<file path="src/rtl/mapper_pkg.sv">
// Shared types and helpers for the information-mapper flow controller.
package mapper_pkg;

  typedef enum logic [1:0] {
    IDLE  = 2'd0,
    RUN   = 2'd1,
    DRAIN = 2'd2
  } state_t;

  localparam int STALL_W = 32;
  localparam int FCNT_W  = 16;

  // Bits needed to hold 0..n inclusive.
  function automatic int cnt_width(input int n);
    return (n < 1) ? 1 : $clog2(n + 1);
  endfunction

endpackage

</file>
<file path="src/rtl/mapper_valid_pipe.sv">
// Valid-bit shadow of the mapper pipeline; advances only when enabled.
module mapper_valid_pipe #(
  parameter int DEPTH = 2
) (
  input  logic clk,
  input  logic reset,
  input  logic i_en,
  input  logic i_din,
  output logic o_last,
  output logic o_any,
  output logic o_any_next
);

  logic [DEPTH-1:0] r_vpipe;
  logic [DEPTH-1:0] w_next;

  generate
    if (DEPTH == 1) begin : g_d1
      assign w_next = i_en ? i_din : r_vpipe;
    end else begin : g_dn
      assign w_next = i_en ? {r_vpipe[DEPTH-2:0], i_din} : r_vpipe;
    end
  endgenerate

  always_ff @(posedge clk or posedge reset) begin
    if (reset) r_vpipe <= '0;
    else       r_vpipe <= w_next;
  end

  assign o_last     = r_vpipe[DEPTH-1];
  assign o_any      = |r_vpipe;
  assign o_any_next = |w_next;

endmodule

</file>
<file path="src/rtl/mapper_flow_controller.sv">
// Per-frame sequencer for the information mapper: FIFO pops, clock enable, output writes.
// Optional stall/frame statistics are built when MAPPER_CTRL_STATS_EN is defined.
module mapper_flow_controller
  import mapper_pkg::*;
#(
  parameter int MAPPER_PARALLELISM = 8,
  parameter int FRAME_WORDS        = 64,
  parameter int MAPPER_LATENCY     = 2
) (
  input  logic clk,
  input  logic reset,
  input  logic start,
  output logic busy,
  output logic frame_done,
  output logic mapper_frame_start,
  input  logic mapping_fifo_empty,
  output logic mapping_fifo_rd_req,
  input  logic data_in_fifo_empty,
  input  logic mapper_data_req,
  output logic data_in_fifo_rd_req,
  input  logic data_out_fifo_full,
  output logic data_out_fifo_wr_req,
`ifdef MAPPER_CTRL_STATS_EN
  output logic [STALL_W-1:0] stall_cycles,
  output logic [FCNT_W-1:0]  frame_count,
`endif
  output logic mapper_ce
);

  localparam int CW = cnt_width(FRAME_WORDS);
  localparam logic [CW-1:0] LAST_CNT = CW'(FRAME_WORDS - 1);

  generate
    if (FRAME_WORDS < 1 || MAPPER_LATENCY < 1 || MAPPER_PARALLELISM < 1) begin : g_bad_cfg
      $error("mapper_flow_controller: invalid parameter set");
    end
  endgenerate

  state_t        r_state, w_state_nxt;
  logic [CW-1:0] r_word_cnt;
  logic          r_frame_done;
  logic          w_last, w_any, w_any_next;
  logic          w_out_block, w_issue, w_ce, w_start_acc;

  mapper_valid_pipe #(.DEPTH(MAPPER_LATENCY)) u_vpipe (
    .clk       (clk),
    .reset     (reset),
    .i_en      (w_ce),
    .i_din     (w_issue),
    .o_last    (w_last),
    .o_any     (w_any),
    .o_any_next(w_any_next)
  );

  always_comb begin
    w_state_nxt = r_state;
    w_out_block = data_out_fifo_full && w_last;
    w_start_acc = start && (r_state == IDLE) && !reset;
    w_issue     = (r_state == RUN) && !mapping_fifo_empty &&
                  !(mapper_data_req && data_in_fifo_empty) && !w_out_block;
    w_ce        = 1'b0;
    case (r_state)
      IDLE:  if (w_start_acc) w_state_nxt = RUN;
      RUN: begin
        w_ce = w_issue;
        if (w_issue && r_word_cnt == LAST_CNT) w_state_nxt = DRAIN;
      end
      DRAIN: begin
        // Bubbles keep flowing out; only a full FIFO facing a live word holds the pipe.
        w_ce = !w_out_block;
        if (!w_any_next) w_state_nxt = IDLE;
      end
      default: w_state_nxt = IDLE;
    endcase
  end

  always_ff @(posedge clk or posedge reset) begin
    if (reset) begin
      r_state      <= IDLE;
      r_word_cnt   <= '0;
      r_frame_done <= 1'b0;
    end else begin
      r_state      <= w_state_nxt;
      r_frame_done <= (r_state == DRAIN) && !w_any_next;
      if (w_start_acc)  r_word_cnt <= '0;
      else if (w_issue) r_word_cnt <= r_word_cnt + CW'(1);
    end
  end

  assign busy                 = (r_state != IDLE);
  assign frame_done           = r_frame_done;
  assign mapper_frame_start   = w_start_acc;
  assign mapper_ce            = w_ce;
  assign mapping_fifo_rd_req  = w_issue;
  assign data_in_fifo_rd_req  = w_issue && mapper_data_req;
  assign data_out_fifo_wr_req = w_ce && w_last;

`ifdef MAPPER_CTRL_STATS_EN
  logic [STALL_W-1:0] r_stall;
  logic [FCNT_W-1:0]  r_fcnt;

  always_ff @(posedge clk or posedge reset) begin
    if (reset) begin
      r_stall <= '0;
      r_fcnt  <= '0;
    end else begin
      if (r_state == RUN && !w_issue && r_stall != '1) r_stall <= r_stall + STALL_W'(1);
      if (r_frame_done) r_fcnt <= r_fcnt + FCNT_W'(1);
    end
  end

  assign stall_cycles = r_stall;
  assign frame_count  = r_fcnt;
`endif

endmodule

</file>
<file path="config.mk">
export PLATFORM = sky130hd
export DESIGN_NAME = mapper_flow_controller
export DESIGN_NICKNAME = d
export VERILOG_FILES = /design/src/rtl/mapper_pkg.sv /design/src/rtl/mapper_valid_pipe.sv /design/src/rtl/mapper_flow_controller.sv
export SDC_FILE = /design/constraint.sdc
export NUM_CORES = 1
export LEC_CHECK = 0
export ABC_AREA = 1
export ABC_CLOCK_PERIOD_IN_PS = 1640
export BUFFER_PORTS_ARGS = -buffer_cell sky130_fd_sc_hd__buf_2
export CAP_MARGIN = 20
export CORE_MARGIN = 8
export CORE_UTILIZATION = 51
export DETAILED_ROUTE_END_ITERATION = 8
export GPL_TIMING_DRIVEN = 0
export PLACE_DENSITY = 0.75
export SKIP_LAST_GASP = 1
export SYNTH_ARGS = -nofsm -noshare
export SYNTH_HDL_FRONTEND = slang
export SYNTH_SLANG_ARGS = --single-unit
</file>
<file path="constraint.sdc">
create_clock -name clk -period 1.64 [get_ports clk]
set_input_delay 0.246 -clock clk [delete_from_list [all_inputs] [get_ports clk]]
set_output_delay 0.246 -clock clk [all_outputs]
set_load 0.005 [all_outputs]
</file>
==> summary.txt <==
STA
  – Final period util: 103%
  – RSZ-0062 raised after global routing: yes
  – Slew HR: 63.3%
  – Final Hold Viols: 6
  – Final Skew: 0.00314 ns
  – Fin worst setup slack: -0.0528 ns
  – Max Slew Vio Count: 0
  – Max Clk Rate: 591 MHz
  – Worst-Margin Slew: 0.550 ns
  – Hold slack final: -0.00285 ns
  – Final number of setup-violating endpoints: 6
  – Final Critical Period: 1.69 ns

Routing
  – First DRT Iteration DRCs: 26
  – Drt wl/cell: 14.8 um
  – Vias/cell: 5.37
  – Routed vias: 730
  – TritonRoute pass-1 iters: 4
  – Final ANT Viol Nets: 0
  – DRC: 0
  – Final wirelength: 2.01 mm

Placed design
  – Post-DP HPWL: 1.14 mm
  – RD Place Congestion: 0.753
  – PortBufs: 13
  – Cells after DPL: 118
  – Placed Area: 785 um^2

Worst setup path
  – Worst EP arrival: 1.45 ns
  – Setup crit start kind: flop
  – Setup CP Type: reg -> out
  – Worst Path Max Fanout: 3
  – Crit path capture type: output port
  – CP required: 1.39 ns

Cells and area
  – # fillers: 80
  – Nets: 133
  – Antenna cells: 0
  – Register Area: 300 um^2
  – Final core utilization: 79.6%
  – Area of the multi-input gates: 420 um^2
  – Final std cells w/o fill: 136
  – Share of layout cells above drive strength 1: 47.9%
  – Post-route cell area: 1020 um^2
  – Layout area overhead: 46.1%

GRT
  – Tot GR Track Use: 13.0%
  – Largest net degree at the start of global routing: 14
  – GRT overflow: 0
  – First-pass GRT wire length: 2.79 mm
  – Initial antenna violation count: 0
  – Vias in the first global route: 662

Power
  – Cell-internal power: 0.923 mW
  – PD cells: 1540 nW/um^2
  – Tot Pwr: 1.57 mW
  – Leak: 0.568 nW
  – Combinational power share: 57.4%
  – Net Sw Frac: 41.3%
  – Sw power: 0.648 mW
  – Share of power burned in registers: 27.3%
  – Clk pwr share: 15.4%
  – VDD IR max: 0.000927 V

Floorplanning
  – Effective utilization at floorplan: 54.5%
  – Die Y: 53.1 um
  – Io pins: 14
  – Rows: 13
  – Die width: 53.1 um
  – Core ar.: 1280 um^2
  – Die Area: 2820 um^2

Synthesis
  – Avg Synthesized Cell Area: 7.79 um^2
  – Top_reg_cell synth: dfrtp_1
  – Register area share after synthesis: 42.9%
  – Area contributors post-synth: dfrtp_1, nand2_1, inv_1
  – Net Count, Synth: 101
  – Top-area cell type share of the netlist area: 42.9%
  – Post-synth ARST share: 100%
  – Number of synthesized flops with an enable pin: 0
  – Unique cell type count in the Yosys netlist: 19
  – Cell area after synthesis: 701 um^2
  – Seq cells post-synth: 12
  – Syn Inst Count: 90
  – Synth warn: 0
  – Commonest cells post-synth: nand2_1, inv_1, dfrtp_1
  – Biggest area consumer among synthesized cells: dfrtp_1
  – Count leader, synth: nand2_1

Clocking
  – Skew-Pair Late Insertion Delay: 0.28 ns
  – CTS tree: built
  – CTS clk-pin slew, worst paths: 0.08 ns
  – CTS Buf Count: 3
  – Root Driver: clkbuf_4
  – Htree depth: 1
  – Clk buf depth: 2
  – CTS Sinks: 12

Flow run
  – Max-Cap Viols: 0

Min path
  – Worst hold path type: in -> async

Status
  – Status: complete, but fails checks
  – Violated checks: negative hold slack, negative setup slack
==> metal layers <==
metal  track usage (%)  vias up  routed length [um]  part of all wire, %
li1                  -      344                   -                    -
met1              12.6      350                 759                   38
met2              25.8       29                1060                   53
met3              2.52        7                 112                  5.6
met4              5.04        0                  71                  3.5
met5                 0        -                   0                    0
==> what timing repair did <==
action                                  4_1_cts  5_1_grt
hold buffers                                  0        0
endpoints found under the setup margin        5        7
endpoints found under the hold margin         0        0
pin swaps                                     5        8
setup buffers                                 7        7
cloned                                        0        0
resized for setup                            14       15
==> metrics by stage <==
stage / TNS, ns / setup WS, ns
floorplan: 0 / 0.178
global placement: -0.228 / -0.0870
detailed placement: -0.282 / -0.113
CTS: -0.0509 / -0.0248
global route: -0.750 / -0.152
finish: -0.202 / -0.0528
==> layout make-up <==
| type | instances | area share, % |
|---|---|---|
| clock buffer | 4 | 3.55 |
| inverter | 18 | 6.60 |
| tap | 15 | 1.83 |
| sequential | 12 | 29.3 |
| timing repair buffer | 27 | 17.6 |
| multi-input combinational | 60 | 41.1 |
==> worst max-delay path, stage by stage (launching register included) <==
cell and delay, ns:
dfrtp_1 0.38, inv_2 0.08, ha_4 0.27, inv_2 0.04
nor2_4 0.14, nand2_4 0.07, nor2_2 0.08, buf_2 0.11
==> placed cells by master, fill, tap and decap left out, drive strengths merged <==
cell,instances
ha,4
nor3,3
clkbuf,4
a21oi,5
buf,27
inv,18
o21ai,2
xor2,1
nand2,22
nand4,1
dfrtp,12
and3,1
a22oi,1
nand3,8
nor2,11
xnor2,1
==> registers in the layout, indices dropped and copies added (netlist names) <==
| register | count |
|---|---|
| frame_done | 1 |
| r_state | 2 |
| r_word_cnt | 7 |
| u_vpipe.r_vpipe | 2 |
==> worst paths after layout <==
kind | to | slack [ns] | from | cells after the start
hold / removal | r_word_cnt[3]$_DFFE_PP0P_ | -0.003 | reset | 2
hold reg to reg | r_word_cnt[6]$_DFFE_PP0P_ | 0.55 | r_word_cnt[6]$_DFFE_PP0P_ | 2
min in group clk | r_word_cnt[0]$_DFFE_PP0P_ | 0.37 | start | 4
setup / recovery | data_out_fifo_wr_req | -0.05 | r_state[1]$_DFFE_PP0P_ | 7
setup reg to reg | r_state[1]$_DFFE_PP0P_ | -0.04 | r_state[1]$_DFFE_PP0P_ | 12
max in group asynchronous | r_state[1]$_DFFE_PP0P_ | 1.28 | reset | 2
==> power groups by stage <==
stage | clock network (mW) | logic [mW] | registers [mW]
after floorplan | 0 | 0.371 | 0.417
after global placement | 0 | 0.472 | 0.428
after detailed placement | 0 | 0.495 | 0.431
after CTS | 0.244 | 0.683 | 0.422
after global routing | 0.257 | 0.997 | 0.436
final | 0.241 | 0.902 | 0.429
==> logic make-up after synthesis <==
kind of cell / after synthesis / share of synthesized area, %
AOI/OAI and AO/OA: 8 / 6.78
DFF: 12 / 42.9
adders and majority gates: 4 / 7.14
buffers and inverters: 18 / 9.64
and+or+nand+nor: 46 / 31.1
xor gates and xnor gates: 2 / 2.50
(Power assumes the default switching activity.)
